`src/rtl/mlp_mon_pkg.sv`:
```
// Shared types and constants for the MLP run monitor: FSM states, mailbox
// register offsets and the default completion code.
package mlp_mon_pkg;

  typedef enum logic [1:0] {
    ST_IDLE    = 2'd0,
    ST_RUN     = 2'd1,
    ST_DONE    = 2'd2,
    ST_TIMEOUT = 2'd3
  } mon_state_e;

  localparam logic [31:0] MBOX_IDX_OFS  = 32'h0;
  localparam logic [31:0] MBOX_RES_OFS  = 32'h4;
  localparam logic [31:0] MBOX_EXIT_OFS = 32'h8;

  localparam int DEF_EXIT_CODE = 99999;

endpackage

```
`src/rtl/mlp_mon_decode.sv`:
```
// Per-channel mailbox decoder: turns one snooped dmem write into register hits.
module mlp_mon_decode
  import mlp_mon_pkg::*;
#(
  parameter int                DWidth = 32,
  parameter logic [DWidth-1:0] Base   = '0
)(
  input  logic              req,
  input  logic              write,
  input  logic              ready,
  input  logic [DWidth-1:0] addr,
  input  logic [DWidth-1:0] bus_wdata,
  output logic              hit_idx,
  output logic              hit_res,
  output logic              hit_exit,
  output logic              res_bit,
  output logic [DWidth-1:0] wdata
);

  logic accepted;

  // Only completed, word-aligned writes can ever reach a mailbox register.
  assign accepted = req && write && ready && (addr[1:0] == 2'b00);

  assign hit_idx  = accepted && (addr == Base + DWidth'(MBOX_IDX_OFS));
  assign hit_res  = accepted && (addr == Base + DWidth'(MBOX_RES_OFS));
  assign hit_exit = accepted && (addr == Base + DWidth'(MBOX_EXIT_OFS));
  assign res_bit  = bus_wdata[0];
  assign wdata    = bus_wdata;

endmodule

```
`src/rtl/mlp_run_monitor.sv`:
```
// Snoops NumCh dmem ports for mailbox writes and accumulates run statistics.
// Optional per-channel RESULT latency tracking: define MLP_RUN_MONITOR_LAT_EN.
module mlp_run_monitor
  import mlp_mon_pkg::*;
#(
  parameter int                DWidth     = 32,
  parameter int                NumCh      = 2,
  parameter logic [DWidth-1:0] MboxBase   = DWidth'(32'h0200_3F00),
  parameter logic [DWidth-1:0] MboxStride = DWidth'(32'h10),
  parameter int                NumOfTest  = 1000,
  parameter int                ExitCode   = DEF_EXIT_CODE,
  parameter logic [31:0]       TimeoutCyc = 32'h0FFF_FFFF,
  parameter int                CntWidth   = 16
)(
  input  logic                    clk_i,
  input  logic                    rst_i,
  input  logic                    start_i,
  input  logic [NumCh-1:0]        dmem_req_i,
  input  logic [NumCh-1:0]        dmem_write_i,
  input  logic [NumCh-1:0]        dmem_ready_i,
  input  logic [NumCh*DWidth-1:0] dmem_addr_i,
  input  logic [NumCh*DWidth-1:0] dmem_wdata_i,
  output logic                    busy_o,
  output logic                    done_o,
  output logic                    timeout_o,
  output logic [CntWidth-1:0]     test_cnt_o,
  output logic [CntWidth-1:0]     correct_cnt_o,
  output logic [63:0]             cycle_cnt_o,
  output logic [NumCh-1:0]        ch_exit_o,
`ifdef MLP_RUN_MONITOR_LAT_EN
  output logic [NumCh*32-1:0]     lat_min_o,
  output logic [NumCh*32-1:0]     lat_max_o,
`endif
  output logic [NumCh*DWidth-1:0] last_idx_o
);

  localparam logic [DWidth-1:0] ExitVal    = DWidth'(ExitCode);
  localparam logic [31:0]       NumOfTestV = 32'(NumOfTest);

  mon_state_e              state_q;
  logic [CntWidth-1:0]     test_q, corr_q, test_nxt, corr_nxt;
  logic [CntWidth:0]       res_k, res_pc, test_sum, corr_sum;
  logic [63:0]             cyc_q, cyc_nxt;
  logic [31:0]             wdog_q, wdog_nxt;
  logic [NumCh-1:0]        exit_q, exit_nxt;
  logic [NumCh*DWidth-1:0] idx_q, idx_nxt;
  logic                    any_hit, done_hit;

  logic [NumCh-1:0]        hit_idx, hit_res, hit_exit, res_bit;
  logic [NumCh*DWidth-1:0] ch_wdata;

  for (genvar c = 0; c < NumCh; c++) begin : g_dec
    localparam logic [DWidth-1:0] ChBase = MboxBase + MboxStride * DWidth'(c);
    mlp_mon_decode #(
      .DWidth (DWidth),
      .Base   (ChBase)
    ) u_dec (
      .req       (dmem_req_i[c]),
      .write     (dmem_write_i[c]),
      .ready     (dmem_ready_i[c]),
      .addr      (dmem_addr_i[c*DWidth +: DWidth]),
      .bus_wdata (dmem_wdata_i[c*DWidth +: DWidth]),
      .hit_idx   (hit_idx[c]),
      .hit_res   (hit_res[c]),
      .hit_exit  (hit_exit[c]),
      .res_bit   (res_bit[c]),
      .wdata     (ch_wdata[c*DWidth +: DWidth])
    );
  end

  // Merge all channels' hits into one next-state view so that simultaneous
  // RESULT writes land in a single update and completion sees this cycle.
  always_comb begin
    res_k    = '0;
    res_pc   = '0;
    any_hit  = 1'b0;
    exit_nxt = exit_q;
    idx_nxt  = idx_q;
    for (int c = 0; c < NumCh; c++) begin
      if (hit_idx[c] || hit_res[c] || hit_exit[c]) any_hit = 1'b1;
      if (hit_idx[c]) idx_nxt[c*DWidth +: DWidth] = ch_wdata[c*DWidth +: DWidth];
      if (hit_res[c]) begin
        res_k  = res_k + {{CntWidth{1'b0}}, 1'b1};
        res_pc = res_pc + {{CntWidth{1'b0}}, res_bit[c]};
      end
      if (hit_exit[c] && (ch_wdata[c*DWidth +: DWidth] == ExitVal)) exit_nxt[c] = 1'b1;
    end
    test_sum = {1'b0, test_q} + res_k;
    corr_sum = {1'b0, corr_q} + res_pc;
    test_nxt = test_sum[CntWidth] ? '1 : test_sum[CntWidth-1:0];
    corr_nxt = corr_sum[CntWidth] ? '1 : corr_sum[CntWidth-1:0];
    cyc_nxt  = (&cyc_q) ? cyc_q : cyc_q + 64'd1;
    wdog_nxt = any_hit ? 32'd0 : wdog_q + 32'd1;
    done_hit = (&exit_nxt) || (32'(test_nxt) >= NumOfTestV);
  end

  // start_i wins in every state; it also drops any write of the same cycle.
  always_ff @(posedge clk_i or posedge rst_i) begin
    if (rst_i) begin
      state_q <= ST_IDLE;
      test_q  <= '0;
      corr_q  <= '0;
      cyc_q   <= '0;
      wdog_q  <= '0;
      exit_q  <= '0;
      idx_q   <= '0;
    end else if (start_i) begin
      state_q <= ST_RUN;
      test_q  <= '0;
      corr_q  <= '0;
      cyc_q   <= '0;
      wdog_q  <= '0;
      exit_q  <= '0;
      idx_q   <= '0;
    end else if (state_q == ST_RUN) begin
      test_q <= test_nxt;
      corr_q <= corr_nxt;
      cyc_q  <= cyc_nxt;
      wdog_q <= wdog_nxt;
      exit_q <= exit_nxt;
      idx_q  <= idx_nxt;
      if (done_hit)                     state_q <= ST_DONE;
      else if (wdog_nxt == TimeoutCyc)  state_q <= ST_TIMEOUT;
    end
  end

`ifdef MLP_RUN_MONITOR_LAT_EN
  logic [NumCh*32-1:0] lat_cnt_q, lat_min_q, lat_max_q, lat_meas;

  // The measured gap includes the cycle of the RESULT write itself.
  always_comb begin
    lat_meas = '0;
    for (int c = 0; c < NumCh; c++) begin
      lat_meas[c*32 +: 32] = (&lat_cnt_q[c*32 +: 32]) ? 32'hFFFF_FFFF
                                                      : lat_cnt_q[c*32 +: 32] + 32'd1;
    end
  end

  always_ff @(posedge clk_i or posedge rst_i) begin
    if (rst_i) begin
      lat_cnt_q <= '0;
      lat_min_q <= '1;
      lat_max_q <= '0;
    end else if (start_i) begin
      lat_cnt_q <= '0;
      lat_min_q <= '1;
      lat_max_q <= '0;
    end else if (state_q == ST_RUN) begin
      for (int c = 0; c < NumCh; c++) begin
        if (hit_res[c]) begin
          lat_cnt_q[c*32 +: 32] <= '0;
          if (lat_meas[c*32 +: 32] < lat_min_q[c*32 +: 32])
            lat_min_q[c*32 +: 32] <= lat_meas[c*32 +: 32];
          if (lat_meas[c*32 +: 32] > lat_max_q[c*32 +: 32])
            lat_max_q[c*32 +: 32] <= lat_meas[c*32 +: 32];
        end else begin
          lat_cnt_q[c*32 +: 32] <= lat_meas[c*32 +: 32];
        end
      end
    end
  end

  assign lat_min_o = lat_min_q;
  assign lat_max_o = lat_max_q;
`endif

  assign busy_o        = (state_q == ST_RUN);
  assign done_o        = (state_q == ST_DONE);
  assign timeout_o     = (state_q == ST_TIMEOUT);
  assign test_cnt_o    = test_q;
  assign correct_cnt_o = corr_q;
  assign cycle_cnt_o   = cyc_q;
  assign ch_exit_o     = exit_q;
  assign last_idx_o    = idx_q;

endmodule
```
`config.mk`:
```
export PLATFORM = sky130hd
export DESIGN_NAME = mlp_run_monitor
export DESIGN_NICKNAME = d
export VERILOG_FILES = /design/src/rtl/mlp_mon_pkg.sv /design/src/rtl/mlp_mon_decode.sv /design/src/rtl/mlp_run_monitor.sv
export SDC_FILE = /design/constraint.sdc
export NUM_CORES = 1
export LEC_CHECK = 0
export CORE_UTILIZATION = 49
export CTS_CLUSTER_DIAMETER = 200
export DETAILED_ROUTE_END_ITERATION = 8
export PLACE_DENSITY = 0.82
export SETUP_SLACK_MARGIN = 0.3
export SYNTH_ARGS = -nofsm -noshare
export SYNTH_HDL_FRONTEND = slang
export SYNTH_SLANG_ARGS = --single-unit
```
`constraint.sdc`:
```
create_clock -name clk_i -period 9 [get_ports clk_i]
set_input_delay 1.35 -clock clk_i [delete_from_list [all_inputs] [get_ports clk_i]]
set_output_delay 1.35 -clock clk_i [all_outputs]
set_load 0.01 [all_outputs]
```
Word level (Yosys, flattened, before mapping):

Index checks and enable logic that the tools add are counted.

* eq/ne operators: 13
* reduce and logical (&&, ||, !) cells: 31
* multiplexer cells: 30
* order comparisons: 1
* add/sub/neg operators: 6

Operators with widths (count)
* $mux 64: 5
* $eq 32x26->1 const B: 6
* $mux 32: 5
* $mux 16: 6
* $add 64x1->64 const B: 1
* $eq 32x17->1 const B: 2
* $reduce_and 64->1: 1
* $add 16x17->17: 2
* $mux 17: 2
* $add 32x1->32 const B: 1
* $eq 32x28->1 const B: 1
* $add 17x1->17: 1
* $add 17x1->17 const B: 1
* $ge 16x10->1 const B: 1
* $logic_and 1x1->1: 14
* $mux 2: 6
* $reduce_and 2->1: 5
* $mux 1: 6
* $reduce_bool 2->1: 3
* $logic_or 1x1->1: 5
* $eq 2x2->1 const B: 2
* $logic_not 2->1: 2
* $reduce_bool 3->1: 1
* $eq 2x1->1 const B: 1
* $ne 2x2->1 const B: 1

* bits in registers: 196
* bits of input ports: 137
* output and inout bits: 165

Longest topological paths before layout:

Gate-level depths: netlist (run 1).

* depth in word-level cells: 14
* gate-level depth with buffers: 17

By module:

A second synthesis (run 1) with hierarchy kept.

* cells, all modules: 1328
* area, all modules: 11263.3 um2

Modules (own cells, without submodules)
* mlp_run_monitor: times used 1, cells an instance 1226, area an instance 10493.8 um2
* mlp_mon_decode (g_dec[0].u_dec): times used 1, cells an instance 51, area an instance 391.6 um2
* mlp_mon_decode (g_dec[1].u_dec): times used 1, cells an instance 51, area an instance 377.9 um2

Least setup slack after synthesis (run 1):

No wires, ideal clock.

* path type: input -> register
* start point: input port dmem_addr_i[46]
* end point: register test_q[3], in the netlist test_cnt_o[3]
* setup time: 0.099 ns
* path slack: 4.057 ns
* stages on the path: 15
* arrival: 4.844 ns
* cell sequence: nor4b_1 -> nand4_1 -> or3_1 -> nor3b_1 -> ha_1 -> ha_1 -> inv_1 -> fa_1 -> nand4b_1 -> or4_1 -> or2_1 -> clkbuf_1 -> a21oi_1 -> nor2_1 -> a311oi_1

* word-level cells in the longest chain between the ends: 7

RTL lines
* start: declaration: RTL line mlp_run_monitor.sv:21 `input logic [NumCh*DWidth-1:0] dmem_addr_i,`
* $eq 32x26->1: RTL line mlp_mon_decode.sv:26 `assign hit_res = accepted && (addr == Base + DWidth'(MBOX_RES_OFS));`
* $logic_and 1x1->1: RTL line mlp_mon_decode.sv:26
* $mux 17: RTL line mlp_run_monitor.sv:82 `if (hit_res[c]) begin`
* $add 16x17->17: RTL line mlp_run_monitor.sv:88 `test_sum = {1'b0, test_q} + res_k;`
* $mux 16: RTL line mlp_run_monitor.sv:90 `test_nxt = test_sum[CntWidth] ? '1 : test_sum[CntWidth-1:0];`
* $mux 16: RTL line mlp_run_monitor.sv:115 `end else if (state_q == ST_RUN) begin`
* $mux 16: RTL line mlp_run_monitor.sv:107 `end else if (start_i) begin`
* end signal: assignment: RTL line mlp_run_monitor.sv:116 `test_q <= test_nxt;`
* end: declaration: RTL line mlp_run_monitor.sv:41 `logic [CntWidth-1:0] test_q, corr_q, test_nxt, corr_nxt;`

Every way passes these cells. The select of a mux whose other input is x is not followed.
A chain may end at the register's enable or synchronous reset.

Worst setup path in the final report (run 1):

* start point: input port dmem_addr_i[13]
* end point: register test_q[7], in the netlist test_cnt_o[7]

* word-level cells in the longest chain between the ends: 9

RTL lines
* $eq 32x26->1 (*): RTL line mlp_mon_decode.sv:26
* $logic_and 1x1->1 (*): RTL line mlp_mon_decode.sv:26
* $mux 1 (*): RTL line mlp_run_monitor.sv:82
* $add 17x1->17: RTL line mlp_run_monitor.sv:83 `res_k = res_k + {{CntWidth{1'b0}}, 1'b1};`
* $mux 17 (*): RTL line mlp_run_monitor.sv:82
* $add 16x17->17 (*): RTL line mlp_run_monitor.sv:88
* $mux 16 (*): RTL line mlp_run_monitor.sv:90
* $mux 16 (*): RTL line mlp_run_monitor.sv:115
* $mux 16 (*): RTL line mlp_run_monitor.sv:107

Every way passes the cells marked *; elsewhere a longest branch is shown, timed or not. The select of a mux whose other input is x is not followed.

==> results.yml, run 1 <==
routing:
  vias: 10070
  drt-total-wl_um: 31800
  ant_nets: 0
  drtIter0Drc: 752
  wl_per_cell_um: 19.07
  avgViaCountPerCell: 6.039
  route.detailed.drc: 0
  drtPass1Iterations: 6
floorplanning:
  num_io_pins: 302
  initial_core_util: 0.5022
  fp.dieW_um: 149.2
  row_count: 53
  coreArea_sq_um: 21150
  die_area_sq_um: 22270
  fp.dieH_um: 149.2
clock_tree:
  root_buffer: "clkbuf_16"
  numCtsBuffers: 17
  cts_tree: "yes"
  clock_path_buffers: 2
  clock_latency_ps: 430
  htree_levels: 4
  cts_hold_buf: 0
  post-cts-setup-buffer-count: 0
  clkTransAtPathRegs_ps: 80
  cts_sinks: 196
  post_cts_resized: 0
run_status:
  status: "complete, no violations"
setup_path:
  path_cells: "clkdlybuf4s50_1, nor4b_1, nand4_1, or3_1, nor3b_1, ha_1, ha_1, inv_1, fa_1, nand4b_1, or4_1, or2_1, and2_1, and3_1, a211oi_1"
  r2r_start: "cycle_cnt_o[27]"
  ff2ff_setup_slack_ps: 5830
  cp_num_cells: 15
  critPathMaxStageDelay_ps: 840
  cp_top_family: "simple AND/OR/NAND/NOR gates"
  cp.arrival_ps: 6700
  crit_start: "dmem_addr_i[13]"
  cp-end-kind: "flop"
  cp.required_ps: 9350
  slowest_stage: "nor4b_1"
  worstPathMaxFanout: 14
  r2r_cells: 7
  critPathBufInv: 2
  path_common_cell: "ha_1"
  path_class: "input pin to flop"
  start_kind: "input pin"
min_path:
  min_from: "wdog_q[22]"
  hold_depth: 1
  holdCritPathClass: "flop to flop"
yosys:
  syn_inst: 1114
  syn_area_per_cell_sq_um: 9.536
  synth-edff-count: 0
  netlist_area_sq_um: 10620
  yosysTopAreaCell: "dfrtp_1"
  ys_types: 74
  synth_area_leaders: "dfrtp_1 46%, a22o_1 5.4%, nor2_1 3.9%, xnor2_1 3.5%, nand2_1 2.8%"
  ys_ff_latch: 196
  synth_top_area_share: 0.4617
  synth_top_flop_cell: "dfrtp_1"
  ys_warn_count: 0
  syn-num-nets: 1261
  ys_seq_area_frac: 0.4617
  ys_async_sr_fraction: 1.000
grt:
  grtUsageMet1: 0.3732
  grt_util_met3: 0.06300
  grt_usage: 0.2891
  gr-max-usage-layer: "met2"
  grtUsageMet2: 0.4791
  grt_pass1_wl_um: 51000
  antenna_found_initial: 0
  grt_max_degree: 123
  overflow: 0
  grt_pass1_vias: 9696
layout:
  final_cells: 1668
  nNetsFinal: 1527
  final_area_sq_um: 14400
  diodes: 0
  drive_above_1_share: 0.05743
  final_common_cell: "clkdlybuf4s50_1"
  layout_common_cells: "300 x clkdlybuf4s50_1, 196 x dfrtp_1, 109 x nor2_1, 80 x nand2_1, 66 x a22o_1"
  area_growth_pct: 35.56
placement:
  placedCellCount: 1636
  io_buffers: 301
  placed_area_sq_um: 13790
  gp_congestion: 0.8850
  dp_hpwl_um: 22630
sta:
  setup_tns_ps: 0
  rsz0062_at_grt: "no"
  max_slew.worst_pin.slew_ps: 1086
  slew_violations: 0
  hold-worst-slack_ps: 506.9
  slew_headroom: 0.2705
  fmax_mhz: 157.3
  fin_skew_ps: 10.54
  hold_violations: 0
  finalCritPeriodShare: 0.7064
  final.min_clock_period_ps: 6358
  finalSetupViolCount: 0
pwr:
  leakage_nw: 5.733
  peakVddDrop_v: 0.0001168
  p_per_area_nw_per_um2: 124.6
flow_run:
  maxCapViolCount: 0
[final timing paths]
kind	to
worst max-delay path	test_cnt_o[7]
worst min-delay path	wdog_q[22]
worst max register to register	cycle_cnt_o[51]
worst min register to register	wdog_q[22]
max in group asynchronous	correct_cnt_o[8]
min in group asynchronous	last_idx_o[14]
[power by group]
part / internal (mW) / leakage, nW / switching (mW) / total, mW
Sequential: 0.882 / 2.73 / 0.00364 / 0.886
Combinational: 0.0635 / 2.71 / 0.0591 / 0.123
Clock: 0.402 / 0.297 / 0.383 / 0.785
Total: 1.35 / 5.73 / 0.446 / 1.79
[cells in the mapped netlist, drive strengths merged (7+ instances only)]
cell type / n
and4: 19
a22o: 66
nor3: 49
xor2: 19
nor2: 109
nor2b: 13
a31oi: 8
o31ai: 17
nor4: 31
nand4: 36
or3: 22
a21oi: 56
inv: 18
ha: 8
o21ai: 60
nor4b: 14
or4: 7
nand2: 80
clkbuf: 43
a211oi: 14
nor3b: 8
and2: 13
nand3: 56
buf: 22
xnor2: 42
and3: 31
dfrtp: 196
[layer usage]
metal | share of wire | up-vias
met2 | 0.49 | 421
met1 | 0.40 | 4907
met4 | 0.031 | 0
met3 | 0.070 | 64
met5 | 0 | -
li1 | - | 4681
[per-stage QoR]
stage / util / total power [mW] / worst slack, ps
6_report: 0.6807 / 1.794 / 2642
3_3_place_gp: 0.6519 / 1.025 / 2344
2_1_floorplan: - / 0.9423 / 2309
5_1_grt: 0.6807 / 1.850 / 2466
4_1_cts: 0.6807 / 1.807 / 2703
3_5_place_dp: 0.6519 / 1.027 / 2297
[registers in the layout, summed over array words and instances (netlist names)]
signal and flops:
correct_cnt_o 16, ch_exit_o 2, last_idx_o 64, state_q 2
cycle_cnt_o 64, wdog_q 32, test_cnt_o 16
[final cells by class]
class                      count  area (sq um)
fill                        1665          6754
tap                          275         344.1
clock inverter                14         181.4
multi-input combinational    835          5373
clock buffer                  18         429.2
sequential                   196          4905
timing repair buffer         312          3093
inverter                      18         75.07
[logic make-up (layout without fill, tap and decap cells)]
family / Yosys count / count (layout) / share of synthesized area
mux: 4 / 4 / 0.004122
buf+inv: 83 / 362 / 0.03533
compound gates: 249 / 249 / 0.1583
fa+ha+maj: 10 / 10 / 0.01319
xor+xnor: 61 / 61 / 0.05029
flops: 196 / 196 / 0.4617
simple gates: 511 / 511 / 0.2770
(Power assumes the default switching activity.)
==> run 2: changes to the inputs <==
==> constraint.sdc (replaced) <==
create_clock -name clk_i -period 6.1 [get_ports clk_i]
set_input_delay 0.915 -clock clk_i [delete_from_list [all_inputs] [get_ports clk_i]]
set_output_delay 0.915 -clock clk_i [all_outputs]
set_load 0.01 [all_outputs]
==> results.yml, run 2 (synthesis results as in run 1) <==
layout:
  final_common_cell: "clkdlybuf4s50_1"
  n_fill_cell: 1666
  nNetsFinal: 1535
  drive_above_1_share: 0.06286
  layout_common_cells: "300 x clkdlybuf4s50_1, 196 x dfrtp_1, 109 x nor2_1, 80 x nand2_1, 66 x a22o_1"
  final_cells: 1675
  area_growth_pct: 35.74
  diodes: 0
setup_path:
  cp.required_ps: 6420
  cp_top_family: "simple AND/OR/NAND/NOR gates"
  cp.arrival_ps: 5600
  critPathMaxStageDelay_ps: 540
  start_kind: "input pin"
  path_cells: "clkdlybuf4s50_1, nor4bb_1, nand4_1, or3_1, nor3b_1, ha_1, ha_1, inv_1, fa_1, nand4b_1, or4_1, or2_1, buf_4, a21oi_1, nor2_1, a311oi_1"
  critPathBufInv: 3
  path_common_cell: "ha_1"
  slowest_stage: "or3_1"
  path_class: "input pin to flop"
  worstPathMaxFanout: 8
  cp-end-kind: "flop"
  ff2ff_setup_slack_ps: 2940
sta:
  fin_skew_ps: 14.85
  setup_tns_ps: 0
  slew_violations: 0
  finalCritPeriodShare: 0.8659
  finalSetupViolCount: 0
  hold-worst-slack_ps: 504.1
  rsz0062_at_grt: "no"
  slew_headroom: 0.1587
  final.min_clock_period_ps: 5282
  max_slew.worst_pin.slew_ps: 1258
  fmax_mhz: 189.3
  hold_violations: 0
floorplanning:
  fp.dieW_um: 149.2
  num_io_pins: 302
  row_count: 53
  die_area_sq_um: 22270
  initial_core_util: 0.5022
  coreArea_sq_um: 21150
  fp.dieH_um: 149.2
placement:
  dp_hpwl_um: 23070
  placedCellCount: 1644
  gp_congestion: 0.9072
  io_buffers: 301
routing:
  drtPass1Iterations: 5
  avgViaCountPerCell: 6.104
  vias: 10220
  wl_per_cell_um: 19.22
  top_layer_used: "met4"
  drt-total-wl_um: 32190
  wl_met3_um: 2410
  wl_met2_um: 15880
  drtIter0Drc: 937
  route.detailed.drc: 0
  ant_nets: 0
  wl_met1_um: 12980
grt:
  overflow: 0
  grt_pass1_vias: 10090
  grt_usage: 0.2964
  grt_pass1_wl_um: 52100
  grt_max_degree: 105
  antenna_found_initial: 0
flow_run:
  maxCapViolCount: 0
clock_tree:
  clock_latency_ps: 430
  post-cts-setup-buffer-count: 0
  cts_tree: "yes"
  htree_levels: 4
  numCtsBuffers: 17
  clock_path_buffers: 2
  post_cts_resized: 0
  root_buffer: "clkbuf_16"
  cts_sinks: 196
  clkTransAtPathRegs_ps: 80
  cts_hold_buf: 0
pwr:
  peakVddDrop_v: 0.0001368
  p_per_area_nw_per_um2: 179.3
  leakage_nw: 5.750
run_status:
  status: "complete, no violations"
min_path:
  holdCritPathClass: "flop to flop"
-- run 2: cell types whose count changed in the layout (fill, tap and decap cells not counted) --
cell | before | now
buf_4 | 12 | 19
clkinv_8 | 4 | 1
clkinvlp_4 | 0 | 2
buf_12 | 0 | 1
bufinv_16 | 1 | 0
clkbuf_1 | 1 | 0
clkinv_2 | 0 | 1
inv_6 | 4 | 5
-- run 2: final timing paths --
check | startpoint | endpoint | cells past startpoint
max reg2reg | cycle_cnt_o[27] | cycle_cnt_o[51] | 7
max in group asynchronous | rst_i | wdog_q[24] | 4
max | dmem_addr_i[40] | test_cnt_o[3] | 16
min | last_idx_o[43] | last_idx_o[43] | 1
min in group asynchronous | rst_i | last_idx_o[48] | 3
min reg2reg | last_idx_o[43] | last_idx_o[43] | 1
-- run 2: area by class of cell --
class | instances | area [sq um] | area share
clock buffers | 17 | 425.4 | 0.02950
clock inverters | 14 | 135.1 | 0.009372
inverters | 18 | 71.32 | 0.004946
multi-input cells | 835 | 5373 | 0.3726
flip-flops and latches | 196 | 4905 | 0.3402
well taps | 275 | 344.1 | 0.02386
repair buffers | 320 | 3166 | 0.2195
-- run 2: per-stage QoR --
| step | setup slack, ps | util | total power, mW | cell area, sq um |
|---|---|---|---|---|
| after global placement | 653.8 | 0.6551 | 1.515 | 13860 |
| after global routing | 529.4 | 0.6816 | 2.668 | 14420 |
| final | 818.1 | 0.6816 | 2.585 | 14420 |
| after floorplan | 1592 | - | 1.391 | 10630 |
| after detailed placement | 443.3 | 0.6551 | 1.518 | 13860 |
| after CTS | 875.2 | 0.6816 | 2.601 | 14420 |
-- run 2: routing by layer --
metal,GRT usage,up-vias
li1,-,4691
met1,0.3789,4972
met2,0.4960,499
met3,0.06330,62
met4,0.1026,0
met5,0,-
-- run 2: power by group --
| group | internal [mW] | switching, mW | total, mW |
|---|---|---|---|
| clock network | 0.543 | 0.551 | 1.09 |
| logic | 0.0962 | 0.0883 | 0.184 |
| registers | 1.30 | 0.00528 | 1.31 |
